$ cat config.mk
export PLATFORM = sky130hd
export DESIGN_NAME = mem_dump_tx_flat
export DESIGN_NICKNAME = d
export VERILOG_FILES = /design/src/rtl/mem_dump_pkg.sv /design/src/rtl/mem_dump_tx_if.sv /design/src/rtl/mem_dump_tx_uart_tx_byte.sv /design/src/rtl/mem_dump_tx.sv /design/src/flat_wrapper.sv
export SDC_FILE = /design/constraint.sdc
export NUM_CORES = 1
export LEC_CHECK = 0
export CAP_MARGIN = 20
export CORE_ASPECT_RATIO = 0.75
export CORE_MARGIN = 2
export CORE_UTILIZATION = 34
export CTS_CLUSTER_DIAMETER = 150
export CTS_CLUSTER_SIZE = 8
export DETAILED_ROUTE_END_ITERATION = 8
export GPL_TIMING_DRIVEN = 0
export PLACE_DENSITY_LB_ADDON = 0.12
export REMOVE_ABC_BUFFERS = 1
export SLEW_MARGIN = 20
export SYNTH_ARGS = -nofsm -noshare
export SYNTH_HDL_FRONTEND = slang
export SYNTH_HIERARCHICAL = 1
export SYNTH_SLANG_ARGS = --single-unit
$ cat constraint.sdc
create_clock -name clock -period 6.64 [get_ports clock]
set_clock_uncertainty 0.15 [all_clocks]
set_input_delay 0.664 -clock clock [delete_from_list [all_inputs] [get_ports clock]]
set_output_delay 0.664 -clock clock [all_outputs]
set_load 0.01 [all_outputs]
$ cat src/rtl/mem_dump_pkg.sv
// Shared state encoding, UART frame constants and ASCII helpers for mem_dump_tx.
// MEM_DUMP_HEX_ASCII_EN adds the ASCII-hex character-send state.
package mem_dump_pkg;

  typedef logic [2:0] state_t;

  localparam state_t StIdle   = 3'd0;
  localparam state_t StAddr   = 3'd1;
  localparam state_t StLatch  = 3'd2;
  localparam state_t StSendHi = 3'd3;
  localparam state_t StSendLo = 3'd4;
  localparam state_t StNext   = 3'd5;
  localparam state_t StFin    = 3'd6;
`ifdef MEM_DUMP_HEX_ASCII_EN
  localparam state_t StSendChr = 3'd7;
`endif

  localparam logic        UartStart    = 1'b0;
  localparam logic        UartStop     = 1'b1;
  localparam int unsigned UartDataBits = 8;

  localparam logic [7:0] AsciiCr   = 8'h0D;
  localparam logic [7:0] AsciiLf   = 8'h0A;
  localparam logic [7:0] AsciiZero = 8'h30;
  localparam logic [7:0] AsciiA    = 8'h41;

  function automatic logic [7:0] hex_char(input logic [3:0] nib);
    if (nib < 4'd10) return AsciiZero + {4'd0, nib};
    return AsciiA + {4'd0, nib} - 8'd10;
  endfunction

endpackage

$ cat src/rtl/mem_dump_tx_if.sv
// RAM read bus plus halt/status/serial signals of the memory dump transmitter.
// master is the dump block; slave is the surrounding system (RAM mux, processor, host link).
interface mem_dump_tx_if #(
  parameter int unsigned ADDR_W = 12,
  parameter int unsigned DATA_W = 16
);
  logic              halting;
  logic [DATA_W-1:0] m_q;
  logic [ADDR_W-1:0] m_addr;
  logic              busy;
  logic              done;
  logic              tx;

  modport master (input halting, m_q, output m_addr, busy, done, tx);
  modport slave  (output halting, m_q, input m_addr, busy, done, tx);
endinterface

$ cat src/rtl/mem_dump_tx_uart_tx_byte.sv
// 8N1 byte serialiser: start pulse loads a byte, done pulses for one cycle at the end
// of the stop bit, ready is high whenever a new byte may be started.
module uart_tx_byte
  import mem_dump_pkg::*;
#(
  parameter int unsigned CLKS_PER_BIT = 434
) (
  input  logic       clock,
  input  logic       reset,
  input  logic       start,
  input  logic [7:0] data,
  output logic       tx,
  output logic       done,
  output logic       ready
);
  localparam int unsigned   CntW    = (CLKS_PER_BIT > 1) ? $clog2(CLKS_PER_BIT) : 1;
  localparam logic [CntW-1:0] CntLast = CntW'(CLKS_PER_BIT - 1);

  logic            r_busy;
  logic [CntW-1:0] r_baud;
  logic [3:0]      r_bit;
  logic [7:0]      r_shift;
  logic            r_tx;
  logic            r_done;

  // r_bit: 0 = start bit, 1..8 = data bits, 9 = stop bit
  always_ff @(posedge clock) begin
    if (reset) begin
      r_busy  <= 1'b0;
      r_baud  <= '0;
      r_bit   <= '0;
      r_shift <= '0;
      r_tx    <= UartStop;
      r_done  <= 1'b0;
    end else begin
      r_done <= 1'b0;
      if (!r_busy) begin
        if (start) begin
          r_busy  <= 1'b1;
          r_baud  <= '0;
          r_bit   <= '0;
          r_shift <= data;
          r_tx    <= UartStart;
        end
      end else if (r_baud != CntLast) begin
        r_baud <= r_baud + 1'b1;
      end else begin
        r_baud <= '0;
        if (r_bit == 4'(UartDataBits + 1)) begin
          r_busy <= 1'b0;
          r_done <= 1'b1;
        end else begin
          r_bit <= r_bit + 4'd1;
          if (r_bit < 4'(UartDataBits)) begin
            r_tx    <= r_shift[0];
            r_shift <= r_shift >> 1;
          end else begin
            r_tx <= UartStop;
          end
        end
      end
    end
  end

  assign tx    = r_tx;
  assign done  = r_done;
  assign ready = ~r_busy;

endmodule

$ cat src/rtl/mem_dump_tx.sv
// Dumps WORD_COUNT main-RAM words from START_ADDR over an 8N1 UART on a rising halt edge.
// MEM_DUMP_HEX_ASCII_EN: send each word as 4 hex chars + CR LF instead of 2 raw bytes.
module mem_dump_tx
  import mem_dump_pkg::*;
#(
  parameter int unsigned CLKS_PER_BIT = 434,
  parameter int unsigned ADDR_W       = 12,
  parameter int unsigned DATA_W       = 16,
  parameter int unsigned START_ADDR   = 0,
  parameter int unsigned WORD_COUNT   = 16
) (
  input logic           clock,
  input logic           reset,
  mem_dump_tx_if.master bus
);
  localparam logic [ADDR_W-1:0] AddrFirst = ADDR_W'(START_ADDR);

  state_t            r_state;
  logic              r_halting_q;
  logic              r_busy;
  logic              r_done;
  logic              r_sent;
  logic              r_start;
  logic [7:0]        r_byte;
  logic [ADDR_W-1:0] r_addr;
  logic [31:0]       r_cnt;
  logic [DATA_W-1:0] r_word;

  logic w_trigger;
  logic w_byte_done;
  logic w_ready;
  logic w_tx;

  assign w_trigger = bus.halting & ~r_halting_q;

`ifdef MEM_DUMP_HEX_ASCII_EN
  logic [2:0] r_chr;
  logic [7:0] w_chr;

  always_comb begin
    w_chr = AsciiLf;
    case (r_chr)
      3'd0:    w_chr = hex_char(r_word[15:12]);
      3'd1:    w_chr = hex_char(r_word[11:8]);
      3'd2:    w_chr = hex_char(r_word[7:4]);
      3'd3:    w_chr = hex_char(r_word[3:0]);
      3'd4:    w_chr = AsciiCr;
      default: w_chr = AsciiLf;
    endcase
  end
`endif

  always_ff @(posedge clock) begin
    if (reset) begin
      r_state     <= StIdle;
      r_halting_q <= 1'b0;
      r_busy      <= 1'b0;
      r_done      <= 1'b0;
      r_sent      <= 1'b0;
      r_start     <= 1'b0;
      r_byte      <= '0;
      r_addr      <= AddrFirst;
      r_cnt       <= '0;
      r_word      <= '0;
`ifdef MEM_DUMP_HEX_ASCII_EN
      r_chr       <= '0;
`endif
    end else begin
      r_halting_q <= bus.halting;
      r_start     <= 1'b0;
      if (!bus.halting) r_done <= 1'b0;
      case (r_state)
        StIdle: begin
          if (w_trigger) begin
            r_busy  <= 1'b1;
            r_addr  <= AddrFirst;
            r_cnt   <= '0;
            r_state <= (WORD_COUNT > 0) ? StAddr : StFin;
          end
        end
        StAddr: r_state <= StLatch;
        StLatch: begin
          r_word <= bus.m_q;
          r_sent <= 1'b0;
`ifdef MEM_DUMP_HEX_ASCII_EN
          r_chr   <= '0;
          r_state <= StSendChr;
`else
          r_state <= StSendHi;
`endif
        end
`ifdef MEM_DUMP_HEX_ASCII_EN
        StSendChr: begin
          if (!r_sent) begin
            if (w_ready) begin
              r_start <= 1'b1;
              r_byte  <= w_chr;
              r_sent  <= 1'b1;
            end
          end else if (w_byte_done) begin
            r_sent <= 1'b0;
            if (r_chr == 3'd5) begin
              r_chr   <= '0;
              r_state <= StNext;
            end else begin
              r_chr <= r_chr + 3'd1;
            end
          end
        end
`else
        StSendHi: begin
          if (!r_sent) begin
            if (w_ready) begin
              r_start <= 1'b1;
              r_byte  <= r_word[15:8];
              r_sent  <= 1'b1;
            end
          end else if (w_byte_done) begin
            r_sent  <= 1'b0;
            r_state <= StSendLo;
          end
        end
        StSendLo: begin
          if (!r_sent) begin
            if (w_ready) begin
              r_start <= 1'b1;
              r_byte  <= r_word[7:0];
              r_sent  <= 1'b1;
            end
          end else if (w_byte_done) begin
            r_sent  <= 1'b0;
            r_state <= StNext;
          end
        end
`endif
        StNext: begin
          r_cnt   <= r_cnt + 32'd1;
          r_addr  <= r_addr + 1'b1;
          r_state <= (r_cnt + 32'd1 == WORD_COUNT) ? StFin : StAddr;
        end
        StFin: begin
          r_busy  <= 1'b0;
          // A halt that already dropped mid-dump must not leave done set
          if (bus.halting) r_done <= 1'b1;
          r_state <= StIdle;
        end
        default: r_state <= StIdle;
      endcase
    end
  end

  uart_tx_byte #(
    .CLKS_PER_BIT(CLKS_PER_BIT)
  ) u_uart (
    .clock (clock),
    .reset (reset),
    .start (r_start),
    .data  (r_byte),
    .tx    (w_tx),
    .done  (w_byte_done),
    .ready (w_ready)
  );

  assign bus.m_addr = r_addr;
  assign bus.busy   = r_busy;
  assign bus.done   = r_done;
  assign bus.tx     = w_tx;

endmodule

$ cat src/flat_wrapper.sv
// flat-port wrapper written by rule: the top's interface ports become plain ports
module mem_dump_tx_flat import mem_dump_pkg::*;
#(
  parameter int unsigned CLKS_PER_BIT = 434,
  parameter int unsigned ADDR_W       = 12,
  parameter int unsigned DATA_W       = 16,
  parameter int unsigned START_ADDR   = 0,
  parameter int unsigned WORD_COUNT   = 16
)
  (clock, reset, bus_halting, bus_m_q, bus_m_addr, bus_busy, bus_done, bus_tx);
  mem_dump_tx_if #(.ADDR_W(ADDR_W), .DATA_W(DATA_W)) bus_i ();
  input logic clock;
  input logic reset;
  input wire logic [$bits(bus_i.halting)-1:0] bus_halting;
  input wire logic [$bits(bus_i.m_q)-1:0] bus_m_q;
  output wire logic [$bits(bus_i.m_addr)-1:0] bus_m_addr;
  output wire logic [$bits(bus_i.busy)-1:0] bus_busy;
  output wire logic [$bits(bus_i.done)-1:0] bus_done;
  output wire logic [$bits(bus_i.tx)-1:0] bus_tx;
  assign bus_i.halting = bus_halting;
  assign bus_i.m_q = bus_m_q;
  assign bus_m_addr = bus_i.m_addr;
  assign bus_busy = bus_i.busy;
  assign bus_done = bus_i.done;
  assign bus_tx = bus_i.tx;
  mem_dump_tx #(.CLKS_PER_BIT(CLKS_PER_BIT), .ADDR_W(ADDR_W), .DATA_W(DATA_W), .START_ADDR(START_ADDR), .WORD_COUNT(WORD_COUNT)) u_core (.clock(clock), .reset(reset), .bus(bus_i));
endmodule
---- Word level (Yosys, flattened, before mapping) ----
Cells that the tools add are included.
storage, ports and cells
  output and inout port bits .............. 15
  word-level logic and storage cells ...... 108
  register bits ........................... 100
  input bits .............................. 19
cells by class
  add/subtract/negate cells ............... 4
  magnitude comparators ................... 1
  reductions and logical operators ........ 15
  muxes and demuxes ....................... 47
  equal/unequal tests ..................... 21
  bitwise operators ....................... 4
operators by type and width
  cell                                                              count
  8-bit 2-to-1 mux                                                  9
  32-bit one-hot mux with 2 select lines                            1
  32-bit by 1-bit adder with 32-bit output, second input constant   1
  32-bit by 5-bit == test with 1-bit output, second input constant  1
  32-bit 2-to-1 mux                                                 1
  9-bit 2-to-1 mux                                                  3
  12-bit one-hot mux with 2 select lines                            1
  3-bit 2-to-1 mux                                                  6
  3-bit one-hot mux with 6 select lines                             1
  1-bit 2-to-1 mux                                                  17
  4-bit 2-to-1 mux                                                  4
  2-bit != test, second input constant                              8
  8-bit one-hot mux with 2 select lines                             1
  12-bit by 1-bit adder with 12-bit output, second input constant   1
  12-bit 2-to-1 mux                                                 1
  5-bit AND reduction                                               2
  2-bit nonzero test                                                5
  9-bit by 1-bit adder with 9-bit output, second input constant     1
  3-bit == test, second input constant                              3
  9-bit != test, second input constant                              1
  2-bit by 1-bit != test with 1-bit output, second input constant   4
  3-bit by 2-bit == test with 1-bit output, second input constant   2
  3-bit OR reduction                                                2
  4-bit by 1-bit adder with 4-bit output, second input constant     1
  other kinds (11)                                                  15

---- Logic depth before layout (Yosys ltp) ----
Gate-level depths: netlist of run 1.
  depth after elaboration ................. 5
  mapped depth ............................ 9

---- Hierarchy ----
The synthesis of run 1 kept the hierarchy.
modules (own cells, without submodules)
  module        area each (µm²)  cells each  times used
  mem_dump_tx   4093.9           541         1
  uart_tx_byte  1212.4           134         1

---- Worst setup path after synthesis of run 1 ----
OpenSTA, ideal clock, no wires.
  path type ............................... register -> register
  start point ............................. register u_core.r_cnt[9]
  end point ............................... register u_core.r_state[0]
  data required time ...................... 6370 ps
  stages on the path, launching flop included .. 9
  buffers on the path ..................... 1
  clock period less this slack ............ 2500 ps
  arrival time ............................ 2230 ps
  setup slack ............................. 4140 ps
  setup time .............................. 120 ps
  cell sequence ........................... dfxtp_1 -> buf_2 -> nand4_1 -> nor4_1 -> xnor2_1 -> or3b_1 -> a221oi_2 -> nand4_1 -> o31a_1
on the way
  longest elaborated chain between the ends .. 4
ends and longest elaborated chain
  element                                    line                RTL
  from (decl)                                mem_dump_tx.sv:26   logic [31:0] r_cnt;
  from (signal assigned)                     mem_dump_tx.sv:137  r_cnt <= r_cnt + 32'd1;
  32-bit by 1-bit adder with 32-bit output   mem_dump_tx.sv:139  r_state <= (r_cnt + 32'd1 == WORD_COUNT) ? StFin : StAddr;
  32-bit by 5-bit == test with 1-bit output  mem_dump_tx.sv:139
  3-bit 2-to-1 mux                           mem_dump_tx.sv:139
  3-bit one-hot mux with 6 select lines      mem_dump_tx.sv:72   case (r_state)
  to (signal assigned)                       mem_dump_tx.sv:78   r_state <= (WORD_COUNT > 0) ? StAddr : StFin;
  to (signal assigned)                       mem_dump_tx.sv:139
  to (signal assigned)                       mem_dump_tx.sv:145  r_state <= StIdle;
  to (decl)                                  mem_dump_tx.sv:18   state_t r_state;
No other way between the ends.
A chain may end at the register's enable or synchronous reset.

---- Final worst setup path of run 1 ----
  start point ............................. register u_core.r_cnt[0]
  end point ............................... register u_core.r_state[0]
The elaborated chain is that of the path after synthesis.

==> results.yml, run 1 <==
outcome:
  status: "finished, final reports clean"
clock_tree:
  cts_htree_levels: 3
  cts_tree: "yes"
  clockBufferDepth: 2
  clock_sinks: 100
  cts_inserted_buffers: 9
  insertion_delay_ps: 350
  cts_setup_buffers: 0
  cts_resized: 0
  path_clk_slew_ps: 70
  cts-hold-fix-buffers: 0
  root_buffer: "clkbuf_16"
sta:
  final.setup.tns_ps: 0
  fin_crit_sh: 0.480
  rsz0062_at_grt: "no"
  slew_viol_final: 0
  min_period_ps: 3190
  setup_violations: 0
  max_freq_mhz: 314
  worstMarginPinSlew_ps: 949
  hold_violations: 0
  maxSlewHeadroom: 0.365
  setup_slack_ps: 3450
  whs_ps: 306
synth:
  ys_seq_elements: 100
  yosys_warnings: 6
  async_reset_ff_frac: 0
  synth_cells: 675
  synth_fa_ha_area_frac: 0.0141
  syn_area_per_cell_um2: 7.86
  ys_types: 68
  muxShareOfSynthArea: 0.0363
  synth_edf_count: 0
  yosys.area_share.simple: 0.297
  syn_area_um2: 5310
  yosysSeqAreaShare: 0.377
  synth_compound_area_frac: 0.207
  synth_ff_type: "dfxtp_1"
  synth_xor_area_frac: 0.0182
  synth_top_family_by_area: "simple AND/OR/NAND/NOR gates"
critical_path:
  cp.depth: 8
  cp.required_ps: 6740
  cpMostUsedCell: "nand4_1"
  worst-path-buf-inv: 0
  cp-end-kind: "flop"
  rr_worst_depth: 8
  r2r_slack_ps: 3450
  crit_path_max_fanout: 9
  cp.arrival_ps: 3280
  cpMaxStageDelayCell: "nor3_2"
  critical-path-top-delay-family: "simple AND/OR/NAND/NOR gates"
  setup.worst_path.class: "flop to flop"
  path_cells: "ha_1 > nand3_1 > nor3_2 > nand4_1 > mux2i_1 > nor4_1 > nand4_1 > o31a_1"
  cpPeakStageDelay_ps: 510
  start_kind: "flop"
die:
  coreArea_um2: 15200
  fp-row-count: 39
  chipHeight_um: 112
  die_area_um2: 16600
  dieWidth_um: 148
  io_pins: 34
  start_util: 0.349
layout:
  fin_nets: 696
  diodes: 0
  drive_gt1_frac: 0.0607
  final_core_util: 0.394
  area_growth_pct: 12.9
  fillers: 1571
  final_cells: 880
power:
  p_clk_frac: 0.381
  netSwitchingFraction: 0.273
  internal-power_uw: 931
  peakVddDrop_mv: 0.123
  power_frac_comb: 0.111
  powerDensity_nw_per_um2: 214
  p_sw_uw: 350
  power_leakage_nw: 1.93
  p_seq_frac: 0.508
placement:
  port_buffers: 33
  dp_hpwl_mm: 8.60
  gp_congestion: 0.807
  dpl.cell_count: 865
  dp_slack_ps: 3400
detailed_routing:
  detail_route.wirelength_mm: 13.2
  drtAntennaViolNets: 0
  drt_first_iter_violations: 300
  drc: 0
  wl_per_cell_um: 15.0
  num_vias: 4846
  drt_pass1_iterations: 5
  vias_per_cell: 5.51
global_route:
  grt_max_degree: 67
  grt_pass1_wl_mm: 22.5
  grt_overflow: 0
  antenna_found_initial: 0
  grtUsageTotal: 0.164
  grt_pass1_vias: 4455
hold_path:
  hold_depth: 2
  hold_path_class: "flop to flop"
run:
  cap_violations: 0
==> path summary, 6_finish.rpt <==
| check | from | endpoint |
|---|---|---|
| max | u_core/r_cnt[0] | u_core/r_state[0] |
| max reg2reg | u_core/r_cnt[0] | u_core/r_state[0] |
| min reg2reg | u_core/r_word[0] | u_core/r_word[0] |
| min | u_core/r_word[0] | u_core/r_word[0] |
==> logic make-up (layout without fill, tap and decap cells) <==
logic type      after synthesis  count (layout)
buf+inv                      63              63
xor+xnor                     11              11
flops                       100             100
mux                          19              19
simple gates                303             303
compound gates              173             173
fa+ha+maj                     6               6
==> synth_stat cells, types with 3 or more instances <==
cell type | count | area share
xor2_1 | 4 | 0.0066
mux2i_1 | 17 | 0.032
dfxtp_1 | 100 | 0.38
xnor2_1 | 7 | 0.012
o21ai_1 | 6 | 0.0057
a311oi_1 | 13 | 0.021
and4_1 | 4 | 0.0066
nor3b_1 | 3 | 0.0042
clkbuf_1 | 28 | 0.020
o21a_1 | 3 | 0.0042
nand3b_1 | 3 | 0.0042
a211oi_1 | 19 | 0.027
nor3_1 | 17 | 0.016
nand4b_1 | 5 | 0.0083
ha_1 | 6 | 0.014
buf_2 | 18 | 0.017
a31oi_1 | 12 | 0.014
nand3_1 | 26 | 0.025
inv_1 | 13 | 0.0092
nand2b_1 | 4 | 0.0047
nor2_1 | 76 | 0.054
nand4_1 | 19 | 0.022
nor4_1 | 7 | 0.0083
nand2_1 | 86 | 0.061
a21oi_1 | 63 | 0.059
a41oi_1 | 3 | 0.0050
nor2b_1 | 6 | 0.0071
and2_1 | 6 | 0.0071
and3_1 | 11 | 0.013
or3_1 | 9 | 0.011
o21ai_0 | 31 | 0.029
==> per-stage QoR <==
step                power (mW)  instance area (um^2)
finish                    1.28                  5990
global route              1.35                  5990
CTS                       1.30                  5990
detailed placement       0.806                  5720
global placement         0.802                  5680
floorplan                0.743                  5090
==> flip-flops by register name, indices dropped and copies added (netlist names) <==
name,cells
u_core/r_cnt,32
u_core/r_word,16
u_core/bus.m_addr,12
u_core/u_uart/r_baud,9
u_core/r_byte,8
u_core/u_uart/r_shift,8
u_core/u_uart/r_bit,4
u_core/r_state,3
u_core/bus.busy,1
u_core/bus.done,1
u_core/r_halting_q,1
u_core/r_sent,1
u_core/r_start,1
u_core/u_uart/done,1
u_core/u_uart/r_busy,1
u_core/u_uart/tx,1
==> cell usage in the layout, fill, tap and decap left out, types with 11 or more instances in the layout <==
cell type and n:
a211oi_1 19, a21oi_1 63, a311oi_1 13, a31oi_1 12, and3_1 11, clkdlybuf4s50_1 32
dfxtp_1 100, inv_1 13, mux2i_1 17, nand2_1 85, nand3_1 26, nand4_1 19
nor2_1 75, nor3_1 17, o21ai_0 31
==> worst reg2reg max path, delay by kind of cell, from the launching register on <==
kind / cells / cell delay [ps]
compound gates: 1 / 310
simple gates: 5 / 1550
flops: 1 / 450
fa+ha+maj: 1 / 420
mux: 1 / 200
==> routing by layer <==
layer | GRT usage | vias up | wire length, um
met5 | 0 | - | 0
met4 | 0.0514 | 0 | 155
met3 | 0.0333 | 10 | 466
met2 | 0.237 | 77 | 5480
met1 | 0.245 | 2321 | 7060
li1 | - | 2438 | -
==> final cells by class <==
cell class / count / area, um^2 / area share
inverter: 13 / 48.8 / 0.00814
timing repair buffer: 35 / 375 / 0.0626
clock buffer: 10 / 229 / 0.0382
sequential: 100 / 2000 / 0.334
clock inverter: 5 / 36.3 / 0.00606
tap: 205 / 256 / 0.0428
multi-input combinational: 512 / 3040 / 0.508
==> power groups by stage <==
stage	logic [mW]	clock network, mW	registers [mW]
after global routing	0.160	0.536	0.655
final	0.142	0.488	0.650
after detailed placement	0.142	0	0.664
after floorplan	0.0861	0	0.657
after CTS	0.143	0.511	0.650
after global placement	0.139	0	0.663
No activity file was read; power rests on OpenSTA's default activity.
==> run 2: changes to the inputs <==
- clock period: 6.64 -> 3 ns (I/O delays scaled with it)
==> results.yml, run 2 (synthesized netlist as in run 1, its figures left out) <==
layout:
  area_growth_pct: 15.3
  final_common_cell: "dfxtp_1"
  stdcell_area_um2: 6120
  layout_common_cells: "97 x dfxtp_1, 84 x nand2_1, 75 x nor2_1, 63 x a21oi_1, 32 x clkdlybuf4s50_1"
  fillers: 1566
  largest_reg_flops: 32
  multi_input_area_um2: 3110
  diodes: 0
  fin_nets: 704
  seqCellArea_um2: 2010
  top_register: "u_core/r_cnt"
  drive_gt1_frac: 0.0835
  final_cells: 888
global_route:
  grt_overflow: 0
  grt_pass1_wl_mm: 22.5
  antenna_found_initial: 0
  grt_pass1_vias: 4465
  grt_max_degree: 67
  grtUsageTotal: 0.165
die:
  io_pins: 34
  coreArea_um2: 15200
  start_util: 0.349
  chipHeight_um: 112
  dieWidth_um: 148
  fp-row-count: 39
  die_area_um2: 16600
critical_path:
  cpMaxStageDelayCell: "dfxtp_1"
  r2r_slack_ps: 70
  critical-path-top-delay-family: "simple AND/OR/NAND/NOR gates"
  rr_worst_depth: 7
  start_kind: "flop"
  cp-end-kind: "flop"
  r2r-end: "u_core/r_state[0]"
  rr_startpoint: "u_core/r_cnt[3]"
  cpPeakStageDelay_ps: 500
  cp.required_ps: 3090
  crit_path_max_fanout: 8
  worst-path-buf-inv: 0
  cp-startpoint: "u_core/r_cnt[3]"
  path_cells: "and4_4 > nand3_4 > or3_4 > or3b_1 > a221oi_2 > nand4_1 > o31a_1"
  cp.depth: 7
  cp.arrival_ps: 3020
  setup.worst_path.class: "flop to flop"
  endpoint: "u_core/r_state[0]"
placement:
  port_buffers: 33
  dpl.cell_count: 865
  postPlaceCellArea_um2: 5720
  gp_congestion: 0.807
  dp_hpwl_mm: 8.60
power:
  powerDensity_nw_per_um2: 463
  peakVddDrop_mv: 0.272
  power_leakage_nw: 2.01
  power_mw: 2.83
clock_tree:
  cts_htree_levels: 3
  clock_sinks: 100
  clockBufferDepth: 2
  root_buffer: "clkbuf_16"
  insertion_delay_ps: 350
  cts_tree: "yes"
  cts_inserted_buffers: 9
  cts-hold-fix-buffers: 0
  path_clk_slew_ps: 70
detailed_routing:
  vias_per_cell: 5.47
  drt_pass1_iterations: 4
  wl_per_cell_um: 15.0
  drt_first_iter_violations: 320
  drc: 0
  detail_route.wirelength_mm: 13.3
  num_vias: 4860
  drtAntennaViolNets: 0
sta:
  max_freq_mhz: 341
  setup_violations: 0
  maxSlewHeadroom: 0.429
  final.setup.tns_ps: 0
  slew_viol_final: 0
  min_period_ps: 2930
  hold_violations: 0
  fin_crit_sh: 0.977
  worstMarginPinSlew_ps: 856
  whs_ps: 192
outcome:
  status: "finished, final reports clean"
run:
  cap_violations: 0
hold_path:
  hold_path_class: "input port to flop"
run 2: worst register-to-register path, stage by stage, from the launching register on:
cell	delay [ps]
dfxtp_1	500
and4_4	330
nand3_4	120
or3_4	390
or3b_1	430
a221oi_2	280
nand4_1	300
o31a_1	320
run 2: worst min path at each step:
| stage | slack (ps) | from | to | depth (start not counted) |
|---|---|---|---|---|
| CTS | 180 | reset | u_core/bus.m_addr[4] | 2 |
| global route | 200 | reset | u_core/bus.m_addr[8] | 2 |
| global placement | 290 | u_core/r_word[12] | u_core/r_word[12] | 2 |
| floorplan | 220 | reset | u_core/r_state[2] | 1 |
| finish | 190 | reset | u_core/bus.m_addr[4] | 2 |
| detailed placement | 300 | u_core/r_word[0] | u_core/r_word[0] | 2 |
run 2: stage by stage:
step	utilization	setup slack (ps)
finish	0.402	68.7
global route	0.402	-5.77
CTS	0.397	42.0
detailed placement	0.376	-167
global placement	0.373	-1360
floorplan	-	485
run 2: what timing repair did:
item / CTS / global route
buffers inserted: 4 / 4
endpoints found under the hold margin: 0 / 0
resized for setup: 4 / 9
pin swaps: 2 / 4
setup endpoints to repair: 3 / 18
run 2: power breakdown:
group	total [mW]	switching, mW	leakage, nW	internal (mW)
combinational	0.318	0.197	1.06	0.120
sequential	1.44	0.0618	0.810	1.38
clock	1.08	0.512	0.133	0.563
total	2.83	0.771	2.01	2.06
run 2: cell type report:
type,count,share of cell area
Multi-Input combinational cell,512,0.508
Sequential cell,100,0.328
Timing Repair Buffer,43,0.0712
Tap cell,205,0.0419
Clock buffer,10,0.0374
Inverter,13,0.00797
Clock inverter,5,0.00593
run 2: layer usage:
metal | track usage | up-vias | share of wire
li1 | - | 2454 | -
met1 | 0.247 | 2306 | 0.53
met2 | 0.236 | 96 | 0.42
met3 | 0.0333 | 4 | 0.044
met4 | 0.0527 | 0 | 0.0051
met5 | 0 | - | 0
